[config.mk]
export PLATFORM = sky130hd
export DESIGN_NAME = rtc_time_reader
export DESIGN_NICKNAME = d
export VERILOG_FILES = /design/src/rtl/rtc_pkg.sv /design/src/rtl/rtc_time_reader_bcd_decode.sv /design/src/rtl/rtc_time_reader.sv
export SDC_FILE = /design/constraint.sdc
export NUM_CORES = 1
export LEC_CHECK = 0
export CAP_MARGIN = 20
export CORE_MARGIN = 5
export CORE_UTILIZATION = 60
export CTS_BUF_LIST = sky130_fd_sc_hd__clkbuf_16
export DETAILED_ROUTE_END_ITERATION = 12
export GPL_ROUTABILITY_DRIVEN = 0
export MAX_ROUTING_LAYER = met4
export PLACE_DENSITY = 0.84
export SYNTH_ARGS = -nofsm -noshare
export SYNTH_HDL_FRONTEND = slang
export SYNTH_SLANG_ARGS = --single-unit
[constraint.sdc]
create_clock -name clk -period 14.1 [get_ports clk]
set_clock_uncertainty 0.15 [all_clocks]
set_input_delay 3.525 -clock clk [delete_from_list [all_inputs] [get_ports clk]]
set_output_delay 3.525 -clock clk [all_outputs]
set_load 0.01 [all_outputs]
[src/rtl/rtc_pkg.sv]
// rtc_pkg: shared constants, FSM/op enums and BCD helpers for the DS1307 time reader.
// Latency: n/a (declarations and pure functions only).
// Backpressure: n/a.
package rtc_pkg;

   localparam logic [6:0] DS1307_ADDR = 7'h68;
   localparam logic [7:0] REG_SEC     = 8'h00;
   localparam logic [7:0] REG_MIN     = 8'h01;
   localparam logic [7:0] REG_HOUR    = 8'h02;

   typedef enum logic [1:0] {
      ST_IDLE   = 2'd0,
      ST_ISSUE  = 2'd1,
      ST_WAIT   = 2'd2,
      ST_UPDATE = 2'd3
   } state_e;

   typedef enum logic [1:0] {
      OP_READ     = 2'd0,
      OP_CH_CLEAR = 2'd1,
      OP_SET      = 2'd2
   } op_e;

   // Two BCD digits to binary; no range checking here.
   function automatic logic [6:0] bcd_val(input logic [3:0] tens, input logic [3:0] units);
      return 7'(tens) * 7'd10 + 7'(units);
   endfunction

   // Binary 0..63 to packed BCD using a compare chain for the tens digit.
   function automatic logic [7:0] bin_to_bcd(input logic [5:0] v);
      logic [3:0] tens;
      logic [3:0] units;
      if (v >= 6'd60)      tens = 4'd6;
      else if (v >= 6'd50) tens = 4'd5;
      else if (v >= 6'd40) tens = 4'd4;
      else if (v >= 6'd30) tens = 4'd3;
      else if (v >= 6'd20) tens = 4'd2;
      else if (v >= 6'd10) tens = 4'd1;
      else                 tens = 4'd0;
      units = 4'(v - 6'(tens) * 6'd10);
      return {tens, units};
   endfunction

endpackage

[src/rtl/rtc_time_reader_bcd_decode.sv]
// rtc_bcd_decode: DS1307 raw seconds/minutes/hours registers to binary 24 h time.
// Latency: combinational.
// Backpressure: none; bcd_err flags any digit > 9 or value out of range.
// Ports: raw_sec/raw_min/raw_hour in (CH / unused bit 7 stripped), sec/min/hour out, bcd_err out.
module rtc_bcd_decode
   import rtc_pkg::*;
(
   input  logic [6:0] raw_sec,
   input  logic [6:0] raw_min,
   input  logic [6:0] raw_hour,
   output logic [5:0] sec,
   output logic [5:0] min,
   output logic [4:0] hour,
   output logic       bcd_err
);
   logic [6:0] sec_full;
   logic [6:0] min_full;
   logic [6:0] hour_full;
   logic [6:0] h12;
   logic       mode12;
   logic       pm;

   always_comb begin
      sec_full  = bcd_val({1'b0, raw_sec[6:4]}, raw_sec[3:0]);
      min_full  = bcd_val({1'b0, raw_min[6:4]}, raw_min[3:0]);
      mode12    = raw_hour[6];
      pm        = raw_hour[5];
      h12       = bcd_val({3'b000, raw_hour[4]}, raw_hour[3:0]);
      hour_full = bcd_val({2'b00, raw_hour[5:4]}, raw_hour[3:0]);
      if (mode12) begin
         // 12 AM is midnight, 12 PM is noon; other PM hours shift by 12.
         if (h12 == 7'd12) hour_full = pm ? 7'd12 : 7'd0;
         else              hour_full = pm ? h12 + 7'd12 : h12;
      end
      bcd_err = (raw_sec[3:0] > 4'd9) || (raw_min[3:0] > 4'd9) || (raw_hour[3:0] > 4'd9) ||
                (sec_full > 7'd59) || (min_full > 7'd59) || (hour_full > 7'd23) ||
                (mode12 && ((h12 == 7'd0) || (h12 > 7'd12)));
      sec  = sec_full[5:0];
      min  = min_full[5:0];
      hour = hour_full[4:0];
   end

endmodule

[src/rtl/rtc_time_reader.sv]
// rtc_time_reader: polls DS1307 sec/min/hour via the I2C master, presents coherent binary time; serves time-set writes.
// Latency: done edge -> next i2c_start 2 clk; last done edge -> new_time 2 clk.
// Backpressure: one transaction in flight, next issued only after done edge or timeout; set_req latched, never dropped.
// Ports: clk/rst; set_req/set_hour/set_min from UI; i2c_* to/from master; hours/minutes/seconds/time_valid/new_time
//        to scheduler; busy (not IDLE), err (timeout or bad BCD).
module rtc_time_reader
   import rtc_pkg::*;
#(
   parameter int POLL_CYCLES    = 50_000_000,
   parameter int TIMEOUT_CYCLES = 1_000_000
) (
   input  logic       clk,
   input  logic       rst,
   input  logic       set_req,
   input  logic [4:0] set_hour,
   input  logic [5:0] set_min,
   output logic       i2c_start,
   output logic       i2c_rw,
   output logic [6:0] i2c_addr,
   output logic [7:0] i2c_reg_addr,
   output logic [7:0] i2c_wdata,
   input  logic [7:0] i2c_rdata,
   input  logic       i2c_done,
   output logic [4:0] hours,
   output logic [5:0] minutes,
   output logic [5:0] seconds,
   output logic       time_valid,
   output logic       new_time,
   output logic       busy,
   output logic       err
);
   localparam int PW = (POLL_CYCLES > 1) ? $clog2(POLL_CYCLES) : 1;
   localparam int TW = (TIMEOUT_CYCLES > 1) ? $clog2(TIMEOUT_CYCLES) : 1;
   localparam logic [PW-1:0] POLL_LAST = PW'(POLL_CYCLES - 1);
   localparam logic [TW-1:0] TMO_LOAD  = TW'(TIMEOUT_CYCLES - 1);

   state_e          state_q, state_d;
   op_e             op_q, op_d;
   logic [1:0]      step_q, step_d;
   logic [PW-1:0]   poll_cnt_q, poll_cnt_d;
   logic [TW-1:0]   tmo_cnt_q, tmo_cnt_d;
   logic            poll_pend_q, poll_pend_d;
   logic            set_pend_q, set_pend_d;
   logic [7:0]      set_hour_bcd_q, set_hour_bcd_d;
   logic [7:0]      set_min_bcd_q, set_min_bcd_d;
   logic            ch_done_q, ch_done_d;
   logic            done_q, done_d;
   logic [7:0]      raw_sec_q, raw_sec_d;
   logic [6:0]      raw_min_q, raw_min_d;
   logic [6:0]      raw_hour_q, raw_hour_d;
   logic            start_q, start_d;
   logic            rw_q, rw_d;
   logic [7:0]      reg_addr_q, reg_addr_d;
   logic [7:0]      wdata_q, wdata_d;
   logic [4:0]      hours_q, hours_d;
   logic [5:0]      minutes_q, minutes_d;
   logic [5:0]      seconds_q, seconds_d;
   logic            time_valid_q, time_valid_d;
   logic            new_time_q, new_time_d;
   logic            err_q, err_d;

   logic            done_edge;
   logic            poll_wrap;
   logic [5:0]      dec_sec;
   logic [5:0]      dec_min;
   logic [4:0]      dec_hour;
   logic            dec_err;

   rtc_bcd_decode u_decode (
      .raw_sec  (raw_sec_q[6:0]),
      .raw_min  (raw_min_q),
      .raw_hour (raw_hour_q),
      .sec      (dec_sec),
      .min      (dec_min),
      .hour     (dec_hour),
      .bcd_err  (dec_err)
   );

   // A level that is already high when WAIT is entered is not a completion.
   assign done_edge = i2c_done & ~done_q;
   assign poll_wrap = (poll_cnt_q == POLL_LAST);

   // State register
   always_ff @(posedge clk or posedge rst) begin
      if (rst) state_q <= ST_IDLE;
      else     state_q <= state_d;
   end

   // Next-state logic
   always_comb begin
      state_d = state_q;
      case (state_q)
         ST_IDLE:   if (set_pend_q || poll_pend_q) state_d = ST_ISSUE;
         ST_ISSUE:  state_d = ST_WAIT;
         ST_WAIT: begin
            if (done_edge) begin
               if (step_q != 2'd2)       state_d = ST_ISSUE;
               else if (op_q == OP_READ) state_d = ST_UPDATE;
               else                      state_d = ST_IDLE;
            end else if (tmo_cnt_q == '0) begin
               state_d = ST_IDLE;
            end
         end
         ST_UPDATE: state_d = (raw_sec_q[7] && !ch_done_q) ? ST_ISSUE : ST_IDLE;
         default:   state_d = ST_IDLE;
      endcase
   end

   // Output / datapath logic
   always_comb begin
      op_d           = op_q;
      step_d         = step_q;
      poll_cnt_d     = poll_wrap ? '0 : poll_cnt_q + PW'(1);
      tmo_cnt_d      = tmo_cnt_q;
      poll_pend_d    = poll_pend_q;
      set_pend_d     = set_pend_q;
      set_hour_bcd_d = set_hour_bcd_q;
      set_min_bcd_d  = set_min_bcd_q;
      ch_done_d      = ch_done_q;
      done_d         = i2c_done;
      raw_sec_d      = raw_sec_q;
      raw_min_d      = raw_min_q;
      raw_hour_d     = raw_hour_q;
      start_d        = 1'b0;
      rw_d           = rw_q;
      reg_addr_d     = reg_addr_q;
      wdata_d        = wdata_q;
      hours_d        = hours_q;
      minutes_d      = minutes_q;
      seconds_d      = seconds_q;
      time_valid_d   = time_valid_q;
      new_time_d     = 1'b0;
      err_d          = err_q;

      case (state_q)
         ST_IDLE: begin
            step_d = 2'd0;
            if (set_pend_q) begin
               op_d = OP_SET;
            end else if (poll_pend_q) begin
               op_d        = OP_READ;
               poll_pend_d = 1'b0;
            end
         end
         ST_ISSUE: begin
            start_d   = 1'b1;
            tmo_cnt_d = TMO_LOAD;
            rw_d      = (op_q == OP_READ);
            // SET writes hour first so minute/second land last; CH_CLEAR only ever runs step 2.
            case (step_q)
               2'd0:    reg_addr_d = (op_q == OP_SET) ? REG_HOUR : REG_SEC;
               2'd1:    reg_addr_d = REG_MIN;
               default: reg_addr_d = (op_q == OP_READ) ? REG_HOUR : REG_SEC;
            endcase
            if (op_q == OP_SET && step_q == 2'd0)      wdata_d = set_hour_bcd_q;
            else if (op_q == OP_SET && step_q == 2'd1) wdata_d = set_min_bcd_q;
            else                                       wdata_d = 8'h00;
         end
         ST_WAIT: begin
            if (done_edge) begin
               if (op_q == OP_READ) begin
                  case (step_q)
                     2'd0:    raw_sec_d  = i2c_rdata;
                     2'd1:    raw_min_d  = i2c_rdata[6:0];
                     default: raw_hour_d = i2c_rdata[6:0];
                  endcase
               end
               if (step_q != 2'd2)          step_d     = step_q + 2'd1;
               else if (op_q == OP_SET)      set_pend_d = 1'b0;
               else if (op_q == OP_CH_CLEAR) ch_done_d  = 1'b1;
            end else if (tmo_cnt_q == '0) begin
               // Abort; pending flags stay as they are so the work is retried.
               err_d = 1'b1;
            end else begin
               tmo_cnt_d = tmo_cnt_q - TW'(1);
            end
         end
         ST_UPDATE: begin
            if (raw_sec_q[7] && !ch_done_q) begin
               // Oscillator halted: start it once, publish nothing from this read.
               op_d   = OP_CH_CLEAR;
               step_d = 2'd2;
            end else if (dec_err) begin
               err_d = 1'b1;
            end else begin
               hours_d      = dec_hour;
               minutes_d    = dec_min;
               seconds_d    = dec_sec;
               time_valid_d = 1'b1;
               new_time_d   = 1'b1;
               err_d        = 1'b0;
            end
         end
         default: ;
      endcase

      // Late so a new request wins over completion of the previous one.
      if (set_req) begin
         set_pend_d     = 1'b1;
         set_hour_bcd_d = bin_to_bcd({1'b0, set_hour});
         set_min_bcd_d  = bin_to_bcd(set_min);
      end
      if (poll_wrap) poll_pend_d = 1'b1;
   end

   always_ff @(posedge clk or posedge rst) begin
      if (rst) begin
         op_q           <= OP_READ;
         step_q         <= 2'd0;
         poll_cnt_q     <= '0;
         tmo_cnt_q      <= '0;
         poll_pend_q    <= 1'b1;
         set_pend_q     <= 1'b0;
         set_hour_bcd_q <= 8'h00;
         set_min_bcd_q  <= 8'h00;
         ch_done_q      <= 1'b0;
         done_q         <= 1'b0;
         raw_sec_q      <= 8'h00;
         raw_min_q      <= 7'h00;
         raw_hour_q     <= 7'h00;
         start_q        <= 1'b0;
         rw_q           <= 1'b0;
         reg_addr_q     <= 8'h00;
         wdata_q        <= 8'h00;
         hours_q        <= 5'd0;
         minutes_q      <= 6'd0;
         seconds_q      <= 6'd0;
         time_valid_q   <= 1'b0;
         new_time_q     <= 1'b0;
         err_q          <= 1'b0;
      end else begin
         op_q           <= op_d;
         step_q         <= step_d;
         poll_cnt_q     <= poll_cnt_d;
         tmo_cnt_q      <= tmo_cnt_d;
         poll_pend_q    <= poll_pend_d;
         set_pend_q     <= set_pend_d;
         set_hour_bcd_q <= set_hour_bcd_d;
         set_min_bcd_q  <= set_min_bcd_d;
         ch_done_q      <= ch_done_d;
         done_q         <= done_d;
         raw_sec_q      <= raw_sec_d;
         raw_min_q      <= raw_min_d;
         raw_hour_q     <= raw_hour_d;
         start_q        <= start_d;
         rw_q           <= rw_d;
         reg_addr_q     <= reg_addr_d;
         wdata_q        <= wdata_d;
         hours_q        <= hours_d;
         minutes_q      <= minutes_d;
         seconds_q      <= seconds_d;
         time_valid_q   <= time_valid_d;
         new_time_q     <= new_time_d;
         err_q          <= err_d;
      end
   end

   assign i2c_start    = start_q;
   assign i2c_rw       = rw_q;
   assign i2c_addr     = DS1307_ADDR;
   assign i2c_reg_addr = reg_addr_q;
   assign i2c_wdata    = wdata_q;
   assign hours        = hours_q;
   assign minutes      = minutes_q;
   assign seconds      = seconds_q;
   assign time_valid   = time_valid_q;
   assign new_time     = new_time_q;
   assign busy         = (state_q != ST_IDLE);
   assign err          = err_q;

endmodule

=== Yosys cells after proc, flatten, opt, wreduce, memory -nomap -nowiden ===
Index checks and enable logic that the tools add are counted.
Widths: inputs -> output; s select.

* Input bits: 23
* Output and inout port bits: 46
* Flip-flop bits (word level): 132
* Word-level logic and storage cells: 186

* Bitwise gates (word level): 7
* Equal/unequal tests: 21
* Reduce and logical (&&, ||, !) cells: 40
* $mul: 6
* Add/subtract/negate cells: 10
* Multiplexer cells: 59
* Magnitude comparators: 19

{| class="wikitable"
|+ Operators with widths
! kind !! number
|-
| $mux 20 || 2
|-
| $pmux 20 s2 || 1
|-
| $mux 2 || 17
|-
| $add 26x1->26 const B || 1
|-
| $eq 26x26->1 const B || 1
|-
| $mux 26 || 1
|-
| $reduce_and 4->1 || 6
|-
| $mux 7 || 3
|-
| $logic_not 20->1 || 1
|-
| $ne 2x2->1 const B || 10
|-
| $sub 20x1->20 const B || 1
|-
| $mux 1 || 19
|-
| $ge 5x6->1 const B || 3
|-
| $ge 6x6->1 const B || 3
|-
| $mux 3 || 6
|-
| $mux 8 || 2
|-
| $reduce_bool 2->1 || 8
|-
| $add 7x4->7 || 2
|-
| $gt 7x6->1 const B || 2
|-
| $ge 6x5->1 const B || 2
|-
| $gt 4x4->1 const B || 3
|-
| $mul 3x3->6 const B || 2
|-
| $mux 4 || 3
|-
| $ge 5x5->1 const B || 2
|-
| 33 further kinds || 61
|}

=== Logic depth before layout (Yosys ltp) ===
Gate-level depths: netlist (run 1).

* Depth after elaboration: 12
* Depth in mapped cells: 11
* Mapped depth without buffers: 10

=== By module ===
Synthesis (run 1) repeated with hierarchy kept, for this count alone.

* Cells, all modules: 636
* Area total of the unflattened synthesis: 6774.0 um^2

{| class="wikitable"
|+ By module, submodules not included
! module !! area each (um^2) !! instances !! cells each !! sequential area each (um^2)
|-
| rtc_time_reader || 5980.7 || 1 || 543 || 3054.2
|-
| rtc_bcd_decode || 793.3 || 1 || 93 || 0.0
|}

=== Worst setup path before layout (run 1) ===
OpenSTA, ideal clock, no wires.

* Path type: input to register
* From: in set_min[5]
* To: reg set_min_bcd_q[2]
* Stages: 9
* Buffers on the path: 0
* Library setup time: 125 ps
* Required time: 13825 ps
* Data arrival time: 5000 ps
* Path slack: 8826 ps
* Path through: nand2_1 nor2_1 a211oi_1 a211oi_1 a311oi_1 ha_1 inv_1 fa_1 mux2_2

* Cells in the longest elaborated chain, start to end: 10
* Elaborated cells between the ends (all ways): 15
* Classes of those cells: add/sub (1); mul (1); order compare (6); mux (7)

{| class="wikitable"
|+ RTL lines
! element !! RTL line !! RTL
|-
| start, declared || rtc_time_reader.sv:16 || <nowiki>input logic [5:0] set_min,</nowiki>
|-
| $ge 6x4->1 || rtc_pkg.sv:38 || <nowiki>else if (v >= 6'd10) tens = 4'd1;</nowiki>
|-
| $mux 1 || rtc_pkg.sv:38 ||
|-
| $mux 2 || rtc_pkg.sv:37 || <nowiki>else if (v >= 6'd20) tens = 4'd2;</nowiki>
|-
| $mux 2 || rtc_pkg.sv:36 || <nowiki>else if (v >= 6'd30) tens = 4'd3;</nowiki>
|-
| $mux 3 || rtc_pkg.sv:35 || <nowiki>else if (v >= 6'd40) tens = 4'd4;</nowiki>
|-
| $mux 3 || rtc_pkg.sv:34 || <nowiki>else if (v >= 6'd50) tens = 4'd5;</nowiki>
|-
| $mux 3 (*) || rtc_pkg.sv:33 || <nowiki>if (v >= 6'd60) tens = 4'd6;</nowiki>
|-
| $mux 4 (*) || rtc_time_reader.sv:198 || <nowiki>if (set_req) begin</nowiki>
|-
| $mul 4x3->3 (*) || rtc_pkg.sv:40 || <nowiki>units = 4'(v - 6'(tens) * 6'd10);</nowiki>
|-
| $sub 4x4->4 (*) || rtc_pkg.sv:40 ||
|-
| end signal, assigned || rtc_time_reader.sv:239 || <nowiki>set_min_bcd_q <= set_min_bcd_d;</nowiki>
|-
| end, declared || rtc_time_reader.sv:45 || <nowiki>logic [7:0] set_min_bcd_q, set_min_bcd_d;</nowiki>
|}

Every way passes the cells marked *; elsewhere a longest branch is shown, timed or not. The select of a mux whose other input is x is not followed.
A chain may end at the register's enable or synchronous reset.

=== Final worst setup path (run 1) ===
* From: in set_min[4]
* To: reg set_min_bcd_q[2]

The elaborated chain is that of the path after synthesis.

==> impl_metrics.csv, run 1 <==
group,metric,value,unit
drt,route.vias.total,4652,
logic_synthesis,post_synth_inst_count,604,
logic_synthesis,ys.flop_type,"dfrtp_1",
worst_hold_path,worst_hold_path_type,"reg -> reg",
clock_network,cts_tree,"done",
global_routing,remaining_global_route_overflow,0,
setup_path,cp.required,14.25,ns
final_layout,finalNetCount,720,
logic_synthesis,synth_top_area_share,47.28,%
clock_network,cts-root-buf,"clkbuf_16",
setup_path,timing.critical_path.cells,"clkdlybuf4s50_1 -> inv_1 -> a211oi_1 -> a211oi_1 -> a311oi_1 -> ha_1 -> inv_1 -> fa_1 -> mux2_2",
final_layout,fillers,720,
final_layout,drive_gt1_share,12.96,%
floorplanning,die_w,113.3,microns
final_layout,diodes,0,
setup_path,critical-path-max-stage-delay,0.58,ns
logic_synthesis,synth.ff_latch_count,122,
timing,post-route-min-period,5.656,ns
setup_path,timing.critical_path.fanout_max,7,
final_layout,area.growth.synth_to_final,19.60,%
drt,route.final.wire_length,13500,microns
final_layout,final_common_cell,"dfrtp_1",
timing,setup_ws,8.444,ns
floorplanning,die_y,113.3,microns
logic_synthesis,synth_seq_area_share,47.69,%
logic_synthesis,ffs_w_async_s_r_synth,100.0,%
global_routing,grt_pass1_vias,4730,
global_routing,maximum_number_of_pins_on_one_net_before_global_route_repair,82,
timing,slew_violations,0,
setup_path,cp-end-kind,"flip-flop",
placed_design,portBuffers,54,
power,leakage,3.435,nW
timing,finalSetupViolCount,0,
drt,first_iter_violations,369,
floorplanning,initial_core_util,61.75,%
clock_network,clock_tree.htree_level_count,4,
global_routing,grt_pass1_wl,22800,microns
clock_network,cts.repair.resized,0,
logic_synthesis,syn_avg_cell_area,10.60,sq um
floorplanning,std_cell_rows,37,
job,cap_viol_max_count,0,
logic_synthesis,ys_top_cells_by_area,"dfrtp_1 (47%), mux2_2 (6.5%), ha_1 (5.1%), xor2_1 (4.1%), nor2_1 (3.5%)",
drt,drtPass1Iterations,5,
floorplanning,floorplan.core_area,10370,sq um
logic_synthesis,yosysWarningCount,0,
setup_path,critical-path-slowest-cell,"clkdlybuf4s50_1",
placed_design,dp_slack,8.078,ns
status,run_status,"complete, no violations",
floorplanning,fp.dieArea,12840,sq um
clock_network,cts_setup_buffers,0,
drt,detail_route.drc_violations,0,
setup_path,cp.buffers_inverters,3,
global_routing,grt_antenna_before_repair,0,
placed_design,dpl_hpwl,9170,microns
clock_network,cts.path.max_buffers,2,
power,worst_ir_drop_vdd,0.0001284,V
logic_synthesis,netlist_area,6404,sq um
timing,tightest_slew,1.073,ns
setup_path,worstSetupPathType,"in -> reg",
clock_network,number_of_buffers_added_to_fix_hold_violations_after_cts,0,
timing,timing_limited_maximum_frequency,176.8,MHz
clock_network,clock_sink_count,122,
drt,wire_per_inst,16.57,microns
logic_synthesis,synth-edff-count,0,
timing,timing.final.hold_violations,0,
setup_path,cp-start-kind,"input pin",
logic_synthesis,yosys.cell_types.count,66,
clock_network,clock_latency,0.42,ns
final_layout,highest_count_cells_in_the_layout_ignoring_fill_and_taps,"dfrtp_1 (121), nor2_1 (59), clkdlybuf4s50_1 (54), nand2_1 (51), mux2_2 (37)",
timing,timing.slew.headroom,28.26,%
setup_path,timing.critical_path.max_delay_family,"buffers and inverters",
clock_network,clk_transition_reported_paths,0.05,ns
timing,tns,0,ns
global_routing,globalRouteTotalUtil,22.91,%
timing,rsz0062_at_grt,"false",
floorplanning,design.portCount,69,
setup_path,critical_path_arrival,5.80,ns
power,power_per_standard_cell_area,184.0,nW/um^2
drt,postRouteAntennaNets,0,
drt,vias_per_cell,5.708,
logic_synthesis,largest_area_contributor_in_the_netlist,"dfrtp_1",
clock_network,number_of_buffers_created_by_cts,17,
timing,post_route_fraction_of_the_period_consumed_by_the_critical_path,40.11,%
[stage by stage]
step	cells	instance area (sq um)	power (mW)	util, %	hold WS, ns
6_report	815	7659	1.409	73.85	0.3137
5_1_grt	815	7659	1.490	73.85	0.3289
4_1_cts	814	7631	1.416	73.59	0.3132
3_5_place_dp	782	7019	0.9568	67.69	0.3012
3_3_place_gp	782	7019	0.9343	67.69	0.2972
2_1_floorplan	616	6449	0.7942	-	0.2779
[state kept, by name (all words and copies together), names as in the netlist, 2 cells and up]
| signal | count |
|---|---|
| step_q | 2 |
| raw_hour_q | 7 |
| seconds | 6 |
| hours | 5 |
| raw_min_q | 7 |
| minutes | 6 |
| op_q | 2 |
| raw_sec_q | 8 |
| tmo_cnt_q | 20 |
| set_hour_bcd_q | 6 |
| state_q | 2 |
| poll_cnt_q | 26 |
| set_min_bcd_q | 7 |
| i2c_wdata | 7 |
| i2c_reg_addr | 2 |
[cell usage after synthesis, drive strengths merged, types with 5 or more instances]
cell	count
nor2	59
mux2i	7
nand2b	11
a21o	5
nand4	5
nor3	13
ha	26
xnor2	21
xor2	30
nand4b	6
mux2	41
fa	5
nand3	27
inv	29
and3	9
dfrtp	121
nand3b	6
clkbuf	11
buf	17
or3	5
a21oi	17
o21ai	19
a221oi	6
nand2	51
[power by group]
part / switching, mW / internal (mW) / leakage, nW
Clock: 0.157 / 0.293 / 0.304
Combinational: 0.237 / 0.225 / 1.61
Sequential: 0.0695 / 0.428 / 1.52
[per-layer routing]
| metal | vias up | part of all wire, % | global-route usage [%] |
|---|---|---|---|
| li1 | 2202 | - | - |
| met1 | 2292 | 42 | 27.72 |
| met4 | 0 | 1.5 | 6.891 |
| met5 | - | 0 | - |
| met2 | 138 | 52 | 38.15 |
| met3 | 20 | 4.3 | 5.615 |
[kinds of logic after synthesis]
kind of cell	count (synthesis)	synth area share, %
buf+inv	58	4.455
other cells	2	0.1173
xor+xnor	51	6.975
mux	48	8.539
fa+ha+maj	31	6.643
simple gates	217	17.41
flops	122	47.69
compound gates	75	8.168
[area by class of cell]
cell class	count	area, sq um	share of cell area (%)
timing repair buffer	59	598.1	7.809
multi-input combinational	436	3109	40.60
tap	136	170.2	2.222
inverter	30	115.1	1.503
clock buffer	17	425.4	5.555
sequential	122	3054	39.88
clock inverter	15	186.4	2.434
[final timing paths]
check / startpoint / end / slack [ns] / cells after the start
max in group asynchronous: rst / set_min_bcd_q[6]$_DFFE_PP0P_ / 9.37 / 4
min in group asynchronous: rst / poll_cnt_q[21]$_DFF_PP0_ / 3.36 / 2
min reg2reg: ch_done_q$_DFFE_PP0P_ / ch_done_q$_DFFE_PP0P_ / 0.31 / 1
max: set_min[4] / set_min_bcd_q[2]$_DFFE_PP0P_ / 8.44 / 9
max reg2reg: raw_hour_q[1]$_DFFE_PP0P_ / hours[1]$_DFFE_PP0P_ / 10.08 / 10
min: ch_done_q$_DFFE_PP0P_ / ch_done_q$_DFFE_PP0P_ / 0.31 / 1
(Power assumes the default switching activity.)
==> run 2: changes to the inputs <==
Settings changed: CORE_UTILIZATION 60 to 57, PLACE_DENSITY 0.84 to 0.8.
Clock period 14.1 ns to 5.65 ns, I/O delays scaled along.
==> run 2 against run 1 <==
Net effect:
- critical path depth increased by 1
- sequential share of layout area hardly changed
- final area down 0.11%
- via count down 0.60%
- die area grew 4.8%
- largest power group unchanged
- sequential power is 150% higher
- cell count rose by 0.49%
- global-route usage is 0.88 points lower
- hold slack worse by 0.0028 ns
- combinational power up 150%
- flip-flop and latch count unchanged
- core utilization down 3.9 points
==> impl_metrics.csv, run 2 (synthesized netlist as in run 1, its figures left out) <==
group,metric,value,unit
status,run_status,"complete, no violations",
timing,timing.slew.headroom,29.38,%
floorplanning,die_w,116.0,microns
timing,finalSetupViolCount,0,
power,share_comb_of_total_power,33.1,%
power,worst_ir_drop_vdd,0.0003959,V
drt,first_iter_violations,261,
setup_path,timing.critical_path.fanout_max,18,
drt,drtPass1Iterations,6,
setup_path,cp.buffers_inverters,0,
drt,vias_per_cell,5.646,
drt,detail_route.drc_violations,0,
floorplanning,fp.dieArea,13450,sq um
power,leakage,3.437,nW
global_routing,grt_pass1_vias,4783,
drt,wire_per_inst,16.16,microns
power,power_per_standard_cell_area,453.9,nW/um^2
timing,post_route_fraction_of_the_period_consumed_by_the_critical_path,69.17,%
drt,postRouteAntennaNets,0,
clock_network,cts_tree,"done",
setup_path,critical-path-slowest-cell,"a211oi_4",
clock_network,clock_tree.htree_level_count,4,
timing,slew_violations,0,
placed_design,place.detailed.instances,787,
global_routing,maximum_number_of_pins_on_one_net_before_global_route_repair,79,
drt,route.vias.total,4624,
final_layout,final_common_cell,"dfrtp_1",
floorplanning,std_cell_rows,38,
power,seqPwrFrac,35.6,%
setup_path,cp-end-kind,"flip-flop",
setup_path,critical-path-max-stage-delay,0.89,ns
final_layout,highest_count_cells_in_the_layout_ignoring_fill_and_taps,"dfrtp_1 (121), nor2_1 (59), clkdlybuf4s50_1 (54), nand2_1 (51), mux2_2 (37)",
clock_network,number_of_buffers_created_by_cts,17,
floorplanning,floorplan.core_area,10940,sq um
floorplanning,die_y,116.0,microns
final_layout,drive_gt1_share,12.67,%
clock_network,clock_latency,0.40,ns
setup_path,worstSetupPathType,"reg -> reg",
timing,setup_ws,1.742,ns
final_layout,area.growth.synth_to_final,19.46,%
timing,tns,0,ns
job,cap_viol_max_count,0,
final_layout,top_register,"poll_cnt_q",
timing,tightest_slew,1.056,ns
floorplanning,initial_core_util,58.56,%
power,internal,2.353,mW
final_layout,fillers,811,
timing,post-route-min-period,3.908,ns
final_layout,finalNetCount,721,
timing,timing_limited_maximum_frequency,255.9,MHz
final_layout,largest_register_ffs,26,
power,power.switching,1.119,mW
clock_network,clk_transition_reported_paths,0.06,ns
placed_design,portBuffers,54,
clock_network,clock_sink_count,122,
setup_path,cp-start-kind,"flip-flop",
clock_network,cts.path.max_buffers,2,
worst_hold_path,worst_hold_path_type,"reg -> reg",
global_routing,grt_pass1_wl,22710,microns
setup_path,timing.critical_path.cells,"ha_1 -> ha_1 -> xor2_1 -> ha_1 -> or3b_1 -> nand3_1 -> a31oi_1 -> nand4b_1 -> a211oi_4 -> mux2_2",
clock_network,number_of_buffers_added_to_fix_hold_violations_after_cts,0,
timing,timing.final.hold_violations,0,
global_routing,grt_antenna_before_repair,0,
clock_network,cts.repair.resized,0,
global_routing,remaining_global_route_overflow,0,
final_layout,finalNonFillerCells,819,
timing,rsz0062_at_grt,"false",
final_layout,top_regs,"poll_cnt_q: 26 flops, tmo_cnt_q: 20 flops, raw_sec_q: 8 flops",
setup_path,timing.critical_path.max_delay_family,"compound AO/OA/AOI/OAI gates",
global_routing,globalRouteTotalUtil,22.03,%
setup_path,crit_top_cell,"ha_1",
power,power_switching_share,32.23,%
placed_design,dp_slack,1.699,ns
setup_path,critical_path_arrival,4.04,ns
final_layout,diodes,0,
placed_design,dpl_hpwl,9385,microns
clock_network,cts-root-buf,"clkbuf_16",
timing,hold_ws,0.3109,ns
power,clock_power_share,31.3,%
clock_network,cts_setup_buffers,0,
setup_path,cp.required,5.79,ns
drt,route.final.wire_length,13230,microns
floorplanning,design.portCount,69,
## run 2: path summary, 6_finish.rpt
path / start / to / slack, ns / cells after the start
min in group asynchronous: rst / poll_cnt_q[11]$_DFF_PP0_ / 1.18 / 2
min reg2reg: ch_done_q$_DFFE_PP0P_ / ch_done_q$_DFFE_PP0P_ / 0.31 / 1
min: ch_done_q$_DFFE_PP0P_ / ch_done_q$_DFFE_PP0P_ / 0.31 / 1
max in group asynchronous: rst / raw_sec_q[6]$_DFFE_PP0P_ / 3.25 / 4
max reg2reg: raw_hour_q[1]$_DFFE_PP0P_ / minutes[4]$_DFFE_PP0P_ / 1.74 / 10
max: raw_hour_q[1]$_DFFE_PP0P_ / minutes[4]$_DFFE_PP0P_ / 1.74 / 10
## run 2: area by class of cell
class	instances	area, sq um	share of cell area, %
clock buffer	17	425.4	5.561
sequential	122	3054	39.92
tap	140	175.2	2.290
clock inverter	14	165.2	2.159
inverter	30	115.1	1.505
multi-input combinational	436	3109	40.64
timing repair buffer	60	605.6	7.916
## run 2: per-layer routing
metal | wire [microns] | vias up | track usage (%)
li1 | - | 2206 | -
met1 | 5830 | 2315 | 26.84
met2 | 6804 | 87 | 37.55
met3 | 422 | 16 | 4.648
met4 | 176 | 0 | 5.568
met5 | 0 | - | -
## run 2: stage by stage
stage / area [sq um] / util (%) / power (mW)
after floorplan: 6449 / - / 1.982
after global placement: 7032 / 64.30 / 2.337
after detailed placement: 7032 / 64.30 / 2.389
after CTS: 7622 / 69.70 / 3.495
after global routing: 7650 / 69.95 / 3.680
final: 7650 / 69.95 / 3.472
## run 2: power groups by stage
stage	Combinational, mW	Clock (mW)	Sequential, mW
finish	1.15	1.09	1.23
global route	1.27	1.15	1.26
global placement	1.10	0	1.24
floorplan	0.758	0	1.22
CTS	1.16	1.10	1.23
detailed placement	1.14	0	1.25
==> run 3: changes to the inputs <==
Clock period 5.65 ns to 3.7 ns, I/O delays scaled along.
==> run 3 against run 2 <==
Net effect:
- fmax increased by 12%
- worst setup slack worse by 1.5 ns
- die area unchanged
- count of clock-buffer cells in the layout unchanged
- global-route usage grew 1.3 points
- hold slack better by 0.024 ns
- combinational power up 58%
- critical path type unchanged
==> impl_metrics.csv, run 3 (synthesized netlist as in run 1, its figures left out) <==
group,metric,value,unit
clock_network,clock_latency,0.41,ns
clock_network,cts_tree,"done",
floorplanning,fp.dieArea,13450,sq um
final_layout,finalNetCount,726,
drt,vias_per_cell,5.657,
clock_network,cts.repair.resized,0,
worst_hold_path,worst_hold_path_type,"reg -> reg",
final_layout,highest_count_cells_in_the_layout_ignoring_fill_and_taps,"dfrtp_1 (121), nor2_1 (59), clkdlybuf4s50_1 (54), nand2_1 (51), mux2_2 (37)",
timing,post-route-min-period,3.479,ns
setup_path,cp.required,3.84,ns
global_routing,remaining_global_route_overflow,0,
status,run_status,"complete, no violations",
final_layout,area.growth.synth_to_final,21.14,%
setup_path,cp-end-kind,"flip-flop",
timing,tns,0,ns
setup_path,critical-path-slowest-cell,"or3b_1",
setup_path,crit_top_cell,"ha_1",
setup_path,critical_path_arrival,3.61,ns
timing,timing_limited_maximum_frequency,287.5,MHz
floorplanning,initial_core_util,58.56,%
clock_network,number_of_buffers_added_to_fix_hold_violations_after_cts,0,
drt,wire_per_inst,16.92,microns
final_layout,top_regs,"poll_cnt_q: 26 flops, tmo_cnt_q: 20 flops, raw_sec_q: 8 flops",
drt,detail_route.drc_violations,0,
power,worst_ir_drop_vdd,0.0006554,V
final_layout,largest_register_ffs,26,
setup_path,timing.critical_path.cells,"ha_1 -> ha_1 -> xor2_1 -> ha_1 -> or3b_1 -> nand3_1 -> a31oi_1 -> nand4b_1 -> a211oi_4 -> buf_4 -> mux2_2",
power,clock_power_share,33.8,%
drt,postRouteAntennaNets,0,
global_routing,globalRouteTotalUtil,23.34,%
timing,post_route_fraction_of_the_period_consumed_by_the_critical_path,94.02,%
global_routing,maximum_number_of_pins_on_one_net_before_global_route_repair,40,
clock_network,clk_transition_reported_paths,0.06,ns
power,post_route_total_power,5.618,mW
timing,timing.final.hold_violations,0,
job,cap_viol_max_count,0,
power,internal,3.827,mW
floorplanning,die_y,116.0,microns
global_routing,grt_pass1_vias,4885,
floorplanning,die_w,116.0,microns
setup_path,critical-path-max-stage-delay,0.41,ns
timing,rsz0062_at_grt,"false",
final_layout,diodes,0,
clock_network,cts-root-buf,"clkbuf_16",
global_routing,grt_pass1_wl,24030,microns
setup_path,timing.critical_path.fanout_max,12,
final_layout,final_common_cell,"dfrtp_1",
clock_network,number_of_buffers_created_by_cts,17,
final_layout,drive_gt1_share,13.87,%
power,seqPwrFrac,33.7,%
clock_network,cts.path.max_buffers,2,
timing,finalSetupViolCount,0,
placed_design,portBuffers,54,
drt,first_iter_violations,411,
clock_network,clock_sink_count,122,
timing,tightest_slew,0.8389,ns
floorplanning,std_cell_rows,38,
setup_path,worstSetupPathType,"reg -> reg",
drt,route.vias.total,4667,
floorplanning,floorplan.core_area,10940,sq um
setup_path,cp-start-kind,"flip-flop",
global_routing,grt_antenna_before_repair,0,
power,power_switching_share,31.87,%
final_layout,top_register,"poll_cnt_q",
power,leakage,3.473,nW
power,power.switching,1.790,mW
timing,timing.slew.headroom,43.96,%
floorplanning,design.portCount,69,
placed_design,dpl_hpwl,9727,microns
clock_network,cts_setup_buffers,0,
power,power_per_standard_cell_area,724.2,nW/um^2
clock_network,clock_tree.htree_level_count,4,
final_layout,final_core_utilization,70.94,%
drt,route.final.wire_length,13960,microns
power,share_comb_of_total_power,32.4,%
timing,slew_violations,0,
drt,drtPass1Iterations,4,
==> run 3: changes by cell type in the layout (fill, tap and decap cells not counted), sizes merged <==
cell / before / now
inv: 33 / 29
clkinvlp: 1 / 4
bufinv: 4 / 7
clkinv: 6 / 5
buf: 6 / 11
==> run 3: layer usage <==
metal  vias to the layer above  global-route usage (%)  routed length (microns)
met4                         0                   6.265                      131
li1                       2219                       -                        -
met2                       103                   38.59                     7245
met5                         -                       -                        0
met3                        13                   5.744                      538
met1                      2332                   28.84                     6044
==> run 3: final timing paths <==
check	startpoint	to	slack [ns]	cells after the start
max in group asynchronous	rst	seconds[5]$_DFFE_PP0P_	1.74	3
min in group asynchronous	rst	step_q[1]$_DFFE_PP0P_	0.89	2
max reg2reg	raw_hour_q[1]$_DFFE_PP0P_	minutes[4]$_DFFE_PP0P_	0.22	11
min	i2c_reg_addr[0]$_DFFE_PP0P_	i2c_reg_addr[0]$_DFFE_PP0P_	0.34	2
min reg2reg	i2c_reg_addr[0]$_DFFE_PP0P_	i2c_reg_addr[0]$_DFFE_PP0P_	0.34	2
max	raw_hour_q[1]$_DFFE_PP0P_	minutes[4]$_DFFE_PP0P_	0.22	11
==> run 3: final cells by class <==
| class | count | area, sq um |
|---|---|---|
| Tap cell | 140 | 175.2 |
| Sequential cell | 122 | 3054 |
| Clock buffer | 17 | 425.4 |
| Fill cell | 775 | 3178 |
| Clock inverter | 15 | 254.0 |
| Multi-Input combinational cell | 436 | 3109 |
| Timing Repair Buffer | 65 | 623.1 |
| Inverter | 30 | 116.4 |
==> run 3: worst max-delay path, delay by kind of cell (launching register included) <==
kind | cells | cell delay, ns
and+or+nand+nor | 3 | 0.82
adders and majority gates | 3 | 0.74
DFF | 1 | 0.40
muxes | 1 | 0.37
AOI/OAI and AO/OA | 2 | 0.33
xor gates and xnor gates | 1 | 0.28
buffers and inverters | 1 | 0.26
==> run 3: power groups by stage <==
stage / combinational, mW / sequential, mW / clock [mW]
final: 1.82 / 1.90 / 1.90
after global routing: 2.00 / 1.94 / 1.99
after CTS: 1.84 / 1.89 / 1.92
after detailed placement: 1.78 / 1.91 / 0
after global placement: 1.71 / 1.89 / 0
after floorplan: 1.16 / 1.87 / 0
==> run 3: stage by stage <==
step / cell area, sq um / instances / setup WS, ns / hold WS [ns]
floorplan: 6452 / 616 / 0.4142 / 0.2779
global placement: 7078 / 793 / 0.3529 / 0.2956
detailed placement: 7078 / 793 / 0.1920 / 0.3186
CTS: 7757 / 825 / 0.2365 / 0.3335
global route: 7757 / 825 / 0.05167 / 0.3477
finish: 7757 / 825 / 0.2214 / 0.3354
